**src/rtl/mem_stage_access_unit.sv**
```systemverilog
// MEM-stage load/store controller: req/ack handshake to variable-latency data memory, min 3 cycles/access.
// Stall holds the upstream pipeline through IDLE(op) and ACCESS; DONE releases it for one cycle.
module mem_stage_access_unit #(
  parameter int unsigned TIMEOUT = 255
) (
  input  logic        Clk,
  input  logic        Reset,
  input  logic        MEM_MemRead,
  input  logic        MEM_MemWrite,
  input  logic [1:0]  MEM_BitsIn,
  input  logic        MEM_MAS,
  input  logic [31:0] MEM_Address,
  input  logic [31:0] MEM_Rt,
  output logic        DM_Req,
  output logic        DM_We,
  output logic [31:0] DM_Addr,
  output logic [3:0]  DM_ByteEn,
  output logic [31:0] DM_WData,
  input  logic [31:0] DM_RData,
  input  logic        DM_Ack,
  output logic        Stall,
  output logic [31:0] MEM_ReadData,
  output logic        MEM_ReadValid,
  output logic        MisalignErr,
  output logic        TimeoutErr
);

  typedef enum logic [1:0] {
    S_IDLE   = 2'b00,
    S_ACCESS = 2'b01,
    S_DONE   = 2'b10
  } state_t;

  localparam logic [15:0] TO_LAST = 16'(TIMEOUT - 1);

  state_t      state_q, state_d;
  logic [15:0] cnt_q, cnt_d;
  logic        req_q, req_d;
  logic        we_q, we_d;
  logic [31:0] addr_q, addr_d;
  logic [3:0]  be_q, be_d;
  logic [31:0] wdata_q, wdata_d;
  logic [31:0] rdata_q, rdata_d;
  logic        rvalid_q, rvalid_d;
  logic        merr_q, merr_d;
  logic        terr_q, terr_d;
  logic        ld_q, ld_d;
  logic        half_q, half_d;
  logic        byte_q, byte_d;
  logic        mas_q, mas_d;
  logic [1:0]  off_q, off_d;

  logic        op_present;
  logic        is_half;
  logic        is_byte;
  logic        misaligned;
  logic [3:0]  st_be;
  logic [31:0] st_wdata;
  logic [31:0] rd_shift;
  logic [15:0] rd_half;
  logic [31:0] ld_fmt;

  assign op_present = MEM_MemRead | MEM_MemWrite;
  assign is_half    = (MEM_BitsIn == 2'b01);
  assign is_byte    = (MEM_BitsIn == 2'b10);
  assign misaligned = (is_half & MEM_Address[0]) |
                      (~is_half & ~is_byte & (MEM_Address[1:0] != 2'b00));

  // Store lanes: little-endian, data replicated across all lanes.
  always_comb begin
    st_be    = 4'b1111;
    st_wdata = MEM_Rt;
    if (is_byte) begin
      st_be    = 4'b0001 << MEM_Address[1:0];
      st_wdata = {4{MEM_Rt[7:0]}};
    end else if (is_half) begin
      st_be    = MEM_Address[1] ? 4'b1100 : 4'b0011;
      st_wdata = {2{MEM_Rt[15:0]}};
    end
  end

  // Load formatting uses the size/offset captured at issue, not the live inputs.
  assign rd_shift = DM_RData >> {off_q, 3'b000};
  assign rd_half  = off_q[1] ? DM_RData[31:16] : DM_RData[15:0];

  always_comb begin
    ld_fmt = DM_RData;
    if (byte_q) begin
      ld_fmt = {{24{mas_q & rd_shift[7]}}, rd_shift[7:0]};
    end else if (half_q) begin
      ld_fmt = {{16{mas_q & rd_half[15]}}, rd_half};
    end
  end

  always_comb begin
    state_d  = state_q;
    cnt_d    = cnt_q;
    req_d    = req_q;
    we_d     = we_q;
    addr_d   = addr_q;
    be_d     = be_q;
    wdata_d  = wdata_q;
    rdata_d  = rdata_q;
    rvalid_d = 1'b0;
    merr_d   = 1'b0;
    terr_d   = 1'b0;
    ld_d     = ld_q;
    half_d   = half_q;
    byte_d   = byte_q;
    mas_d    = mas_q;
    off_d    = off_q;
    Stall    = 1'b0;

    case (state_q)
      S_IDLE: begin
        if (op_present) begin
          Stall = 1'b1;
          if (misaligned) begin
            state_d = S_DONE;
            merr_d  = 1'b1;
            rdata_d = 32'd0;
          end else begin
            state_d = S_ACCESS;
            cnt_d   = 16'd0;
            req_d   = 1'b1;
            we_d    = MEM_MemWrite;
            addr_d  = {MEM_Address[31:2], 2'b00};
            be_d    = MEM_MemWrite ? st_be : 4'b0000;
            wdata_d = MEM_MemWrite ? st_wdata : 32'd0;
            ld_d    = MEM_MemRead & ~MEM_MemWrite;
            half_d  = is_half;
            byte_d  = is_byte;
            mas_d   = MEM_MAS;
            off_d   = MEM_Address[1:0];
          end
        end
      end

      S_ACCESS: begin
        Stall = 1'b1;
        // Ack on the final counted cycle still completes normally.
        if (DM_Ack) begin
          state_d = S_DONE;
          req_d   = 1'b0;
          if (ld_q) begin
            rdata_d  = ld_fmt;
            rvalid_d = 1'b1;
          end
        end else if (cnt_q == TO_LAST) begin
          state_d = S_DONE;
          req_d   = 1'b0;
          terr_d  = 1'b1;
          rdata_d = 32'd0;
        end else begin
          cnt_d = cnt_q + 16'd1;
        end
      end

      S_DONE: begin
        state_d = S_IDLE;
      end

      default: begin
        state_d = S_IDLE;
      end
    endcase
  end

  always_ff @(posedge Clk) begin
    if (Reset) begin
      state_q  <= S_IDLE;
      cnt_q    <= 16'd0;
      req_q    <= 1'b0;
      we_q     <= 1'b0;
      addr_q   <= 32'd0;
      be_q     <= 4'd0;
      wdata_q  <= 32'd0;
      rdata_q  <= 32'd0;
      rvalid_q <= 1'b0;
      merr_q   <= 1'b0;
      terr_q   <= 1'b0;
      ld_q     <= 1'b0;
      half_q   <= 1'b0;
      byte_q   <= 1'b0;
      mas_q    <= 1'b0;
      off_q    <= 2'd0;
    end else begin
      state_q  <= state_d;
      cnt_q    <= cnt_d;
      req_q    <= req_d;
      we_q     <= we_d;
      addr_q   <= addr_d;
      be_q     <= be_d;
      wdata_q  <= wdata_d;
      rdata_q  <= rdata_d;
      rvalid_q <= rvalid_d;
      merr_q   <= merr_d;
      terr_q   <= terr_d;
      ld_q     <= ld_d;
      half_q   <= half_d;
      byte_q   <= byte_d;
      mas_q    <= mas_d;
      off_q    <= off_d;
    end
  end

  assign DM_Req        = req_q;
  assign DM_We         = we_q;
  assign DM_Addr       = addr_q;
  assign DM_ByteEn     = be_q;
  assign DM_WData      = wdata_q;
  assign MEM_ReadData  = rdata_q;
  assign MEM_ReadValid = rvalid_q;
  assign MisalignErr   = merr_q;
  assign TimeoutErr    = terr_q;

endmodule

```
**config.mk**
```make
export PLATFORM = sky130hd
export DESIGN_NAME = mem_stage_access_unit
export DESIGN_NICKNAME = d
export VERILOG_FILES = /design/src/rtl/mem_stage_access_unit.sv
export SDC_FILE = /design/constraint.sdc
export NUM_CORES = 1
export LEC_CHECK = 0
export ABC_AREA = 1
export BUFFER_PORTS_ARGS = -buffer_cell sky130_fd_sc_hd__buf_4
export CAP_MARGIN = 20
export CORE_MARGIN = 1.5
export CORE_UTILIZATION = 38
export CTS_CLUSTER_SIZE = 12
export DETAILED_ROUTE_END_ITERATION = 16
export PLACE_DENSITY = 0.65
export SYNTH_ARGS = -nofsm -noshare
export SYNTH_HDL_FRONTEND = slang
export SYNTH_SLANG_ARGS = --single-unit
export TNS_END_PERCENT = 30
```
**constraint.sdc**
```tcl
create_clock -name Clk -period 2.85 [get_ports Clk]
set_input_delay 0.285 -clock Clk [delete_from_list [all_inputs] [get_ports Clk]]
set_output_delay 0.285 -clock Clk [all_outputs]
set_load 0.03 [all_outputs]
```
# [Yosys cells after proc, flatten, opt, wreduce, memory -nomap -nowiden]
# Cells that the tools add are included.
[word_totals] ff_bits=127 input_bits=104 elab_cells=93
[classes] add_sub_neg=1 n_eq_ne=11 n_shift=2 muxes=36 n_bitwise=16 reduce_logical=11
[ops] cell="$mux W32" n=10
[ops] cell="$mux W16" n=5
[ops] cell="$pmux W32 S2" n=1
[ops] cell="$pmux W16 S2" n=1
[ops] cell="$shr A32 B5 Y8" n=1
[ops] cell="$add A16 B1 Y16 const B" n=1
[ops] cell="$eq A16 B8 Y1 const B" n=1
[ops] cell="$mux W4" n=4
[ops] cell="$ne A2 B2 Y1 const B" n=5
[ops] cell="$reduce_and A5 Y1" n=2
[ops] cell="$reduce_or A3 Y1" n=3
[ops] cell="$mux W1" n=8
[ops] cell="$mux W2" n=4
[ops] cell="$not A1 Y1" n=8
[ops] cell="$and A1 B1 Y1" n=6
[ops] cell="$ne A3 B3 Y1 const B" n=2
[ops] cell="$eq A2 B1 Y1 const B" n=2
[ops] cell="$pmux W1 S2" n=2
[ops] cell="$pmux W2 S2" n=1
[ops] cell="$reduce_and A4 Y1" n=1
[ops] cell="$reduce_bool A2 Y1" n=2
[ops] cell="$shl A1 B2 Y4 const A" n=1
[ops] cell="$reduce_and A3 Y1" n=1
[ops] cell="$eq A2 B2 Y1 const B" n=1
[ops] cell="other kinds (3)" n=4

# [Longest topological paths before layout]
[depth] word_depth=8 depth_mapped=14 depth_no_buf=13

# [Worst setup path before layout]
# Ideal clock, no wire load.
[synth_timing] path_kind="input to register" startpoint="in MEM_BitsIn[0]" endpoint="reg wdata_q[16], in the netlist DM_WData[16]" setup_ns=0.128 arrival_ns=1.509 required_ns=2.722 setup_slack_ns=1.213 cell_stages=7 n_path_buf=1 cell_sequence="inv_1 ha_1 clkbuf_1 nor2_2 mux2_2 a22oi_1 nor2_1"
[synth_via] elab_chain_len=7 word_cells_on_any_way=13
[synth_rtl] element="start, declared" line_no="10" source="input logic [1:0] MEM_BitsIn,"
[synth_rtl] element="$eq A2 B2 Y1 (*)" line_no="65" source="assign is_byte = (MEM_BitsIn == 2'b10);"
[synth_rtl] element="net is_byte" line_no="55" source="logic is_byte;"
[synth_rtl] element="$not A1 Y1" line_no="67" source="(~is_half & ~is_byte & (MEM_Address[1:0] != 2'b00));"
[synth_rtl] element="$and A1 B1 Y1 (2 in series)" line_no="67"
[synth_rtl] element="$or A1 B1 Y1" line_no="66" source="assign misaligned = (is_half & MEM_Address[0]) |"
[synth_rtl] element="$not A1 Y1 (no line)"
[synth_rtl] element="$reduce_and A3 Y1 (no line)"
[synth_rtl] element="end signal, assigned" line_no="194" source="wdata_q <= wdata_d;"
[synth_rtl] element="end, declared" line_no="42" source="logic [31:0] wdata_q, wdata_d;"
# Mark *: on every way through the listed nets, which the timed path passes. The rest lies on a longest branch.
# A chain may end at the register's enable or synchronous reset.

# [Worst setup path in the final report]
[layout_timing] startpoint="reg off_q[1]" endpoint="reg rdata_q[11], in the netlist MEM_ReadData[11]"
[layout_via] elab_chain_len=6 word_cells_on_any_way=8
[layout_rtl] element="start, declared" line_no="51" source="logic [1:0] off_q, off_d;"
[layout_rtl] element="start signal, assigned" line_no="186" source="off_q <= 2'd0;"
[layout_rtl] element="start signal, assigned" line_no="203" source="off_q <= off_d;"
[layout_rtl] element="$shr A32 B5 Y8 or $mux W16 (tied branches)" line_no="83, 84"
[layout_rtl] element="$and A1 B1 Y1 or $mux W32 (tied branches)" line_no="89, 90"
[layout_rtl] element="$mux W32 (*)" line_no="88" source="if (byte_q) begin"
[layout_rtl] element="$mux W32 (*)" line_no="145" source="if (ld_q) begin"
[layout_rtl] element="$mux W32 (*)" line_no="142" source="if (DM_Ack) begin"
[layout_rtl] element="$pmux W32 S2 (*)" line_no="114" source="case (state_q)"
[layout_rtl] element="end signal, assigned" line_no="195" source="rdata_q <= rdata_d;"
[layout_rtl] element="end, declared" line_no="43" source="logic [31:0] rdata_q, rdata_d;"
# Mark *: on every way between the ends. The rest lies on a longest branch, timed or not. The select of a mux whose other input is x is not followed.

==> impl_results.md <==
- Synth Area in Simple Gates: 0.306
- CTS buffer count: 17
- Share of cells above drive strength 1: 0.251
- DP Worst Slack: 0.799 ns
- Hold WC Path Type: in -> reg
- Post-CTS sizing: 0
- Mapped Cells: 963
- IO Pins: 210
- Placeable Area: 0.0161 mm2
- Post-CTS Setup Inserts: 0
- Adder-cell share of the synthesized area: 0.00991
- Top area cells in the synthesized netlist: dfxtp_1, nand2_1, nor2_1
- FP Rows: 46
- Worst Path Required: 3.15 ns
- Initial antenna violation count: 0
- Outcome: complete, no violations
- CP Class: reg -> reg
- Clock sinks: 127
- H-tree levels: 4
- Fin crit period: between 2 and 2.5 ns
- Vias in the first global route: 5,946
- Achievable frequency: just under 500 MHz
- Actual slew at the worst max-slew pin: 0.974 ns
- Critical Path AT: between 2 and 2.5 ns
- Detailed-route wire length per cell: 13.4 um
- Max-cap violations: 0
- Compound-Gate Fraction of Synth Area: 0.167
- Vias after detailed routing: 6,660
- Startpoint types: flip-flop
- TritonCTS clock tree: done
- Clk slew on worst S/H paths: ~0.060 ns
- Cell Area, Synth: 0.00631 mm2
- Mux cell area share after synthesis: 0.0143
- Synth cell count leaders: nand2_1, nor2_1, dfxtp_1
- Combinational family with the most area after synthesis: simple AND/OR/NAND/NOR gates
- Worst setup margin: 0.797 ns
- Setup Skew: 0.0123 ns
- Static leakage: 4.07 nW
- Most common cell in the netlist: nand2_1
- IO Port Bufs: 207
- Die Area: 0.0174 mm2
- Final period util: 0.720
- Synthesized flop and latch total: 127
- Drt first pass iters: 4
- Final #Nets: between 1,000 and 1,500
- Synth warn: 0
- Initial core utilization: 0.393
- Total negative setup slack: 0 ns
- Tot GR Track Use: 0.207
- Cell type with the highest aggregate area in the netlist: dfxtp_1
- Slew Viols, Final: 0
- RSZ-0062 raised after global routing: false
- Yosys cell types: 36
- EDFF count, synth: 0
- Via density: 4.85
- Setup violators final: 0
- Synth-to-layout area growth: 35.5%
- Multi-input gate area: 0.00316 mm2
- Final HPWL DP: 13,000 um
- DRC: 0
- Syn avg cell area: between 6 and 7 um2
- Post-synth top area share: 0.403
- Gpl congestion: 0.875
- Synth Area in XOR/XNOR: 0.00139
- Initial DRC Count: around 360
- Primary FF master, synth: dfxtp_1
- First-pass GRT wire length: 29,400 um
- Seq/Total Area, Yosys: 0.403
- Hold-fix buffers, CTS: 0
- GR Overflow Total: 0
- Clock Root Buffer: clkbuf_16
- Die span in y: 132 um
- Maximum buffer depth of the clock tree: 2
- Ys async rst share: 0
- WL final: 18,300 um
- Pwr per Cell Area: 796 mW/mm2
- Critical Path Fanout Max: 23
- Filler Cell Count: ~1,700
- Largest net degree at the start of global routing: 74
- Maximum vdd drop: 0.509 mV
- Relative slew slack: 0.351
- Later-pin clock latency in the skew report: 0.41 ns
- ANT nets after route: 0
- CP Capture Type: flip-flop
- Die W: 132 um
- # diodes: 0
- Fin. Hold Viols: 0
- Sequential Area: 0.00254 mm2
-- state kept, by name, summed over array words and instances, names as in the netlist, 2 cells and up --
signal / count
DM_WData: 32
state_q: 2
cnt_q: 16
DM_ByteEn: 4
off_q: 2
MEM_ReadData: 32
DM_Addr: 30
-- final timing paths --
check / start / endpoint / slack (ns) / cells past startpoint
worst min-delay path: DM_Ack / TimeoutErr / 0.08 / 2
worst min register to register: DM_WData[27] / DM_WData[27] / 0.46 / 2
worst max-delay path: off_q[1] / MEM_ReadData[11] / 0.80 / 7
worst max register to register: off_q[1] / MEM_ReadData[11] / 0.80 / 7
-- kinds of logic after synthesis --
kind of cell | count (synthesis)
xor gates and xnor gates | 1
other | 1
DFF | 127
AOI/OAI and AO/OA | 199
and+or+nand+nor | 476
buffers and inverters | 146
adders and majority gates | 5
muxes | 8
-- report_power, final --
group | switching, mW | internal (mW)
registers | 0.163 | 2.06
logic | 1.52 | 0.816
clock network | 0.775 | 1.48
-- cell usage in the layout (no fill, tap or decap), types with 2 or more instances in the layout --
cell	n
a21oi_1	85
a22oi_1	8
buf_4	218
bufinv_16	4
clkbuf_1	3
clkbuf_16	17
clkinv_2	4
clkinvlp_4	2
conb_1	2
dfxtp_1	127
ha_1	5
inv_1	76
inv_2	13
mux2_2	8
nand2_1	240
nand2_2	10
nand3_1	39
nor2_1	168
nor2_2	4
nor2_4	2
nor3_1	5
o211ai_1	6
o21ai_0	91
o21ai_1	2
o21bai_1	3
or2_2	2
-- worst max-delay path, cell delays in order (launching register included) --
cell and delay (ns):
dfxtp_1 0.51, nand2_1 0.50, inv_1 0.38, o21ai_0 0.12, a21oi_1 0.21, nor2_1 0.08
nor2_1 0.10, nor2_1 0.05
-- final cells by class --
cell class,count,share of cell area
Clock buffer,21,0.0526
Clock inverter,11,0.0192
Inverter,89,0.0390
Multi-Input combinational cell,691,0.369
Sequential cell,127,0.297
Tap cell,216,0.0316
Timing Repair Buffer,218,0.191
-- metrics by stage --
stage / total power [mW] / instances / hold WS, ns / utilization / cell area, um2
2_1_floorplan: 3.86 / 964 / 0.364 / - / 6320
3_3_place_gp: 4.59 / 1341 / 0.452 / 0.495 / 7940
3_5_place_dp: 4.61 / 1341 / 0.459 / 0.495 / 7940
4_1_cts: 6.89 / 1373 / 0.0626 / 0.533 / 8560
5_1_grt: 7.22 / 1373 / 0.0698 / 0.533 / 8560
6_report: 6.81 / 1373 / 0.0776 / 0.533 / 8560
-- routing by layer --
metal / part of all wire / global-route usage / routed length [um] / up-vias
met5: 0 / 0 / 0 / -
met4: 0.017 / 0.0765 / 311 / 0
met3: 0.081 / 0.0615 / 1490 / 21
met2: 0.47 / 0.341 / 8650 / 246
met1: 0.43 / 0.256 / 7890 / 2974
li1: - / - / - / 3419
(Power assumes the default switching activity.)
